File: src/rtl/spi_flash_pkg.sv
// +--------------------------------------------------------------------------+
// | spi_flash_pkg : shared types/constants for the SPI flash burst reader     |
// | Revision 1.0                                                             |
// +--------------------------------------------------------------------------+
`default_nettype none

package spi_flash_pkg;

   typedef enum logic [2:0] {
      ST_IDLE     = 3'd0,
      ST_CS_SETUP = 3'd1,
      ST_CMD      = 3'd2,
      ST_ADDR     = 3'd3,
      ST_DUMMY    = 3'd4,
      ST_DATA     = 3'd5,
      ST_CS_HOLD  = 3'd6,
      ST_DONE     = 3'd7
   } state_t;

   localparam logic [7:0] OP_READ  = 8'h03;
   localparam logic [7:0] OP_FAST  = 8'h0B;

   // Mode 0: SCK idles low, MOSI changes on falling edges, MISO sampled on rising edges.
   localparam logic       SCK_IDLE = 1'b0;

   localparam int         TX_W     = 40;

   function automatic logic cs_active(input state_t s);
      return (s inside {ST_CS_SETUP, ST_CMD, ST_ADDR, ST_DUMMY, ST_DATA});
   endfunction

endpackage

`default_nettype wire

File: src/rtl/spi_sck_gen.sv
// +--------------------------------------------------------------------------+
// | spi_sck_gen : SCK phase counter with run/freeze and rise/fall strobes     |
// | Revision 1.0                                                             |
// +--------------------------------------------------------------------------+
`default_nettype none

module spi_sck_gen
   import spi_flash_pkg::*;
#(
   parameter int CLK_DIV = 2
) (
   input  logic clk,
   input  logic reset,
   input  logic run,
   output logic sck,
   output logic rise_en,
   output logic fall_en
);

   logic [7:0] phase_cnt;
   logic       phase_end;

   assign phase_end = run && (phase_cnt == 8'(CLK_DIV - 1));
   assign rise_en   = phase_end && (sck == SCK_IDLE);
   assign fall_en   = phase_end && (sck != SCK_IDLE);

   // Dropping run parks SCK low and restarts the phase, so resuming gives a full low phase.
   always_ff @(posedge clk or negedge reset) begin
      if (!reset) begin
         phase_cnt <= '0;
         sck       <= SCK_IDLE;
      end else if (!run) begin
         phase_cnt <= '0;
         sck       <= SCK_IDLE;
      end else if (phase_end) begin
         phase_cnt <= '0;
         sck       <= ~sck;
      end else begin
         phase_cnt <= phase_cnt + 8'd1;
      end
   end

endmodule

`default_nettype wire

File: src/rtl/spi_flash_burst_reader.sv
// +--------------------------------------------------------------------------+
// | spi_flash_burst_reader : SPI mode-0 burst reader for serial NOR flash     |
// | Optional macro FAST_READ_EN selects FAST_READ opcode + 8 dummy clocks.    |
// | Revision 1.0                                                             |
// +--------------------------------------------------------------------------+
`default_nettype none

module spi_flash_burst_reader
   import spi_flash_pkg::*;
#(
   parameter int         CLK_DIV   = 2,
   parameter int         ADDR_BITS = 24,
   parameter int         LEN_BITS  = 16,
   parameter logic [7:0] CMD_READ  = OP_READ,
   parameter logic [7:0] CMD_FAST  = OP_FAST
) (
   input  logic                 clk,
   input  logic                 reset,
   input  logic                 start,
   input  logic [ADDR_BITS-1:0] start_addr,
   input  logic [LEN_BITS-1:0]  byte_count,
   output logic                 busy,
   output logic                 done,
   output logic [7:0]           rd_data,
   output logic                 rd_valid,
   input  logic                 rd_ready,
   output logic                 spi_cs_n,
   output logic                 spi_sck,
   output logic                 spi_mosi,
   input  logic                 spi_miso
);

`ifdef FAST_READ_EN
   localparam bit FAST_SEL = 1'b1;
`else
   localparam bit FAST_SEL = 1'b0;
`endif

   localparam logic [7:0] OPCODE = FAST_SEL ? CMD_FAST : CMD_READ;

   state_t              state, state_nx;
   logic [TX_W-1:0]     tx_sr;
   logic [6:0]          rx_sr;
   logic [5:0]          bit_cnt;
   logic [LEN_BITS-1:0] remaining;
   logic [7:0]          hold_cnt;
   logic                done_pulse;
   logic                sck_run;
   logic                rise_en;
   logic                fall_en;
   logic [31:0]         addr_msb;

   // Address left-justified in 32 bits so a 24-bit address still leaves the TX MSB first.
   assign addr_msb = 32'(start_addr) << (32 - ADDR_BITS);

   spi_sck_gen #(
      .CLK_DIV (CLK_DIV)
   ) u_sck_gen (
      .clk     (clk),
      .reset   (reset),
      .run     (sck_run),
      .sck     (spi_sck),
      .rise_en (rise_en),
      .fall_en (fall_en)
   );

   always_ff @(posedge clk or negedge reset) begin
      if (!reset) state <= ST_IDLE;
      else        state <= state_nx;
   end

   always_comb begin
      state_nx = state;
      sck_run  = 1'b0;
      spi_cs_n = 1'b1;
      spi_mosi = 1'b0;
      busy     = (state != ST_IDLE);

      case (state)
         ST_IDLE:     if (start) state_nx = (byte_count == '0) ? ST_DONE : ST_CS_SETUP;
         ST_CS_SETUP: if (rise_en) state_nx = ST_CMD;
         ST_CMD:      if (fall_en && bit_cnt == 6'd7) state_nx = ST_ADDR;
         ST_ADDR:     if (fall_en && bit_cnt == 6'(ADDR_BITS - 1))
                         state_nx = FAST_SEL ? ST_DUMMY : ST_DATA;
         ST_DUMMY:    if (fall_en && bit_cnt == 6'd7) state_nx = ST_DATA;
         ST_DATA:     if (fall_en && bit_cnt == 6'd7 && remaining == LEN_BITS'(1))
                         state_nx = ST_CS_HOLD;
         ST_CS_HOLD:  if (hold_cnt == 8'(CLK_DIV - 1)) state_nx = ST_DONE;
         ST_DONE:     if (!rd_valid || rd_ready) state_nx = ST_IDLE;
         default:     state_nx = ST_IDLE;
      endcase

      if (cs_active(state)) begin
         spi_cs_n = 1'b0;
         // Hold SCK low at a byte boundary while the previous byte is still unclaimed.
         sck_run  = !(state == ST_DATA && bit_cnt == 6'd0 && spi_sck == SCK_IDLE && rd_valid);
      end

      if (state inside {ST_CS_SETUP, ST_CMD, ST_ADDR}) spi_mosi = tx_sr[TX_W-1];
   end

   always_ff @(posedge clk or negedge reset) begin
      if (!reset) begin
         tx_sr      <= '0;
         rx_sr      <= '0;
         bit_cnt    <= '0;
         remaining  <= '0;
         hold_cnt   <= '0;
         done_pulse <= 1'b0;
         rd_data    <= '0;
         rd_valid   <= 1'b0;
      end else begin
         done_pulse <= (state == ST_DONE) && (state_nx == ST_IDLE);

         if (state == ST_IDLE && start) begin
            tx_sr     <= {OPCODE, addr_msb};
            remaining <= byte_count;
         end else begin
            if (fall_en) tx_sr <= tx_sr << 1;
            if (state == ST_DATA && fall_en && bit_cnt == 6'd7)
               remaining <= remaining - LEN_BITS'(1);
         end

         if (state != state_nx)
            bit_cnt <= '0;
         else if (fall_en)
            bit_cnt <= (state == ST_DATA && bit_cnt == 6'd7) ? 6'd0 : bit_cnt + 6'd1;

         hold_cnt <= (state == ST_CS_HOLD) ? hold_cnt + 8'd1 : 8'd0;

         if (state == ST_DATA && rise_en) rx_sr <= {rx_sr[5:0], spi_miso};

         if (state == ST_DATA && rise_en && bit_cnt == 6'd7) begin
            rd_data  <= {rx_sr, spi_miso};
            rd_valid <= 1'b1;
         end else if (rd_ready) begin
            rd_valid <= 1'b0;
         end
      end
   end

   assign done = done_pulse;

endmodule

`default_nettype wire

File: config.mk
export PLATFORM = sky130hd
export DESIGN_NAME = spi_flash_burst_reader
export DESIGN_NICKNAME = d
export VERILOG_FILES = /design/src/rtl/spi_flash_pkg.sv /design/src/rtl/spi_sck_gen.sv /design/src/rtl/spi_flash_burst_reader.sv
export SDC_FILE = /design/constraint.sdc
export NUM_CORES = 1
export LEC_CHECK = 0
export CAP_MARGIN = 20
export CORE_ASPECT_RATIO = 1.2
export CORE_MARGIN = 4
export CORE_UTILIZATION = 55
export CTS_CLUSTER_SIZE = 30
export DETAILED_ROUTE_END_ITERATION = 16
export GPL_ROUTABILITY_DRIVEN = 0
export PLACE_DENSITY = 0.8
export SETUP_SLACK_MARGIN = 0.15
export SYNTH_ARGS = -nofsm -noshare
export SYNTH_HDL_FRONTEND = slang
export SYNTH_SLANG_ARGS = --single-unit
File: constraint.sdc
create_clock -name clk -period 3 [get_ports clk]
set_input_delay 0.6 -clock clk [delete_from_list [all_inputs] [get_ports clk]]
set_output_delay 0.6 -clock clk [all_outputs]
set_load 0.03 [all_outputs]
==> metrics <==
status=finished, final reports clean; CTS tree=yes; simple-gate share of the synthesized area=between 20% and 30%; DR vias/cell=about 5.8; critical path peak fanout=11; Slew Limit Fails=0; Seq/Total Area, Yosys=between 50% and 60%; Iter 0 DRT Violations=approximately 170; largest family of logic cells by synthesized area=simple AND/OR/NAND/NOR gates; Crit path largest cell delay=about 0.66 ns; post-synth top area cell=dfrtp_1; Antenna diodes=0; antenna violations before repair=0; Final Power=about 2.2 mW; root cell of the clock tree=clkbuf_8; met2 WL post-DR=about 4.8 mm; GRT Overall Usage=between 20% and 30%; Required @ worst endpoint=2.40 ns; Rel. slew slack=roughly three fifths; Post-CTS Setup Inserts=0; Reg area=approximately 2300 µm²; synth warn=0; most frequent cells in the layout=nand2_1, dfrtp_1, nor2_1, clkdlybuf4s50_1, a31oi_1; RSZ-0062 raised after global routing=no; commonest non-fill, non-tap cell in the layout=nand2_1; mux contribution to synthesized area=about 4%; critical path's slowest cell=clkdlybuf4s50_1; Clock Latency Late Sink=0.37 ns; Final Hold Fails=0; Leak Pwr=around 2.3 nW; CP Class=reg -> out; DIE AREA=between 9000 and 10000 µm²; synthesized-area fraction occupied by adder cells=roughly 2.2%; top sig layer=met4; number of global-route vias before repair=between 3000 and 4000; FF-to-FF Start=u_sck_gen.phase_cnt[1]; DR WL met3=between 400 and 500 µm; Final ANT Viol Nets=0; critical path endpoint category=output pin; number of distinct library cells after synthesis=52; setup TNS=0 ns; Post-Syn Nets=532; Initial Util=a little under three fifths; routed len/inst=between 15 and 20 µm; flop and latch count out of synthesis=91; Critical Path Start Type=flip-flop; Nets=a little under 600; CP bufs+invs=2; Clock Skews=between 0.015 and 0.02 ns; CTS Buf Count=9; area grow syn2layout=19.47%; critical path cell sequence=nor3_4 > a21oi_1 > inv_1 > clkdlybuf4s50_1; HP Class=in -> async; die span in x=90.50 µm; Tightest Pin Transition=roughly 0.59 ns; routed length on met1=approximately 4.2 mm; clock sink count=91; Synth Area in Compound Gates=around a tenth; R2R cell count=8; pre-CTS WS=0.4572 ns; post-route clock period utilization=about nine tenths; Final setup viols=0; Clock Path Buffers=2; FF-to-FF setup slack=about 0.48 ns; Post-Route WL=9.752 mm; # IOs=59; mapped cell area=between 4000 and 5000 µm²; power per cell area=approximately 400 nW/µm²; top-area cell type share of the netlist area=between 50% and 60%; core box area=slightly below 8000 µm²; fillcell total=a little over 600; HPWL after DPL=6.803 mm; PortBufs=58; H-tree Lvls=3; reg2reg end=bit_cnt[0]; VDD IR max=around 0.24 mV; largest net degree at the start of global routing=57; area occupied by multi-input gates=2085 µm²; Worst Hold Slack=a little under 0.2 ns; ratio of cells with drive above 1 in the final layout=under 10%; Max Fclk=approximately 370 MHz; Row Count=35; Mapped Cells=479; Clock transition at path regs=around 0.090 ns; max-cap violations=0; total grt overflow=0; final worst path period need=roughly 2.7 ns; drt drc=0; Mean Syn Cell Area=about 9.4 µm²; XOR/XNOR share of the synthesized area=slightly above 5%; top post-synthesis cells by area=dfrtp_1, nand2_1, nor2_1; final worst slack=approximately 0.33 ns; vias=3626; Die Y-Extent=between 100 and 150 µm; Arrival @ worst endpoint=2.07 ns; critical path's top delay family=buffers and inverters; First-pass DRT Iterations=4; first-pass GRT wire length=16.64 mm
==> final cells by class <==
class / count / area share, %
Sequential cell: 91 / 42.46
Tap cell: 92 / 2.145
Timing Repair Buffer: 66 / 12.12
Clock buffer: 9 / 2.308
Inverter: 11 / 0.7694
Clock inverter: 6 / 1.352
Multi-Input combinational cell: 354 / 38.84
==> registers in the layout, summed over array words and instances (netlist names) <==
signal               count
done                     1
rd_valid                 1
hold_cnt                 8
state                    3
tx_sr                   32
u_sck_gen.phase_cnt      8
rd_data                  8
u_sck_gen.sck            1
rx_sr                    7
remaining               16
bit_cnt                  6
==> per-layer routing <==
metal	vias to the layer above	GRT usage (%)
li1	1761	-
met2	101	34.92
met5	-	0
met1	1734	26.89
met3	30	4.281
met4	0	11.05
==> power by group <==
group	internal, mW	switching [mW]	leakage, nW
clock network	0.389	0.456	0.0899
logic	0.0535	0.0366	1.12
registers	1.23	0.0000000000000000616	1.08
==> worst reg2reg max path: cells and delay by family, from the launching register on <==
family                   cells  cell delay, ns
AO/OA/AOI/OAI                2            0.81
AND/OR/NAND/NOR              4            0.95
adder cells (fa/ha/maj)      1            0.12
flip-flops                   1            0.43
buffers and inverters        1            0.07
==> logic make-up (layout without fill, tap and decap cells) <==
logic type,after synthesis,after routing
buf+inv,34,92
mux,16,16
compound gates,67,67
xor+xnor,26,26
simple gates,237,237
flops,91,91
fa+ha+maj,8,8
==> stage by stage <==
stage | area [µm²] | utilization, % | std cells
3_3_place_gp | 5157 | 65.79 | 614
3_5_place_dp | 5157 | 65.79 | 614
4_1_cts | 5359 | 68.36 | 629
5_1_grt | 5366 | 68.46 | 629
6_report | 5366 | 68.46 | 629
2_1_floorplan | 4492 | - | 479
==> worst max path at each step <==
stage | startpoint | slack [ns] | depth (start not counted) | endpoint
finish | state[0] | 0.33 | 4 | spi_cs_n
floorplan | u_sck_gen.sck | 0.70 | 8 | bit_cnt[3]
CTS | state[0] | 0.25 | 4 | spi_cs_n
global route | state[0] | 0.21 | 4 | spi_cs_n
global placement | byte_count[3] | 0.51 | 7 | bit_cnt[3]
detailed placement | rd_ready | 0.46 | 7 | bit_cnt[0]
==> what timing repair did <==
action / CTS / global route
resized for setup: 1 / 2
endpoints found under the setup margin: 1 / 1
hold buffers: 0 / 0
==> Yosys cell counts, drive strengths merged <==
master / number
buf: 5
mux2i: 1
a211o: 2
o41ai: 1
nand4: 7
inv: 11
nor3: 9
nand3b: 4
clkbuf: 18
nor4: 9
a31o: 1
o21bai: 1
and4: 1
a21boi: 1
dfrtp: 91
nand4b: 2
and3b: 2
or2: 1
a311oi: 3
a211oi: 2
nor4b: 1
a41oi: 1
and2: 3
nor2: 64
o211ai: 1
ha: 8
o21ai: 12
a221o: 1
or4: 1
a22oi: 1
and3: 10
nor3b: 3
nand3: 21
or3: 3
xor2: 22
a31oi: 25
nand2: 94
mux2: 15
a311o: 1
xnor2: 4
nand2b: 2
a21oi: 11
o311ai: 2
o22ai: 1
Note: power is estimated with default switching activity, not from simulation.
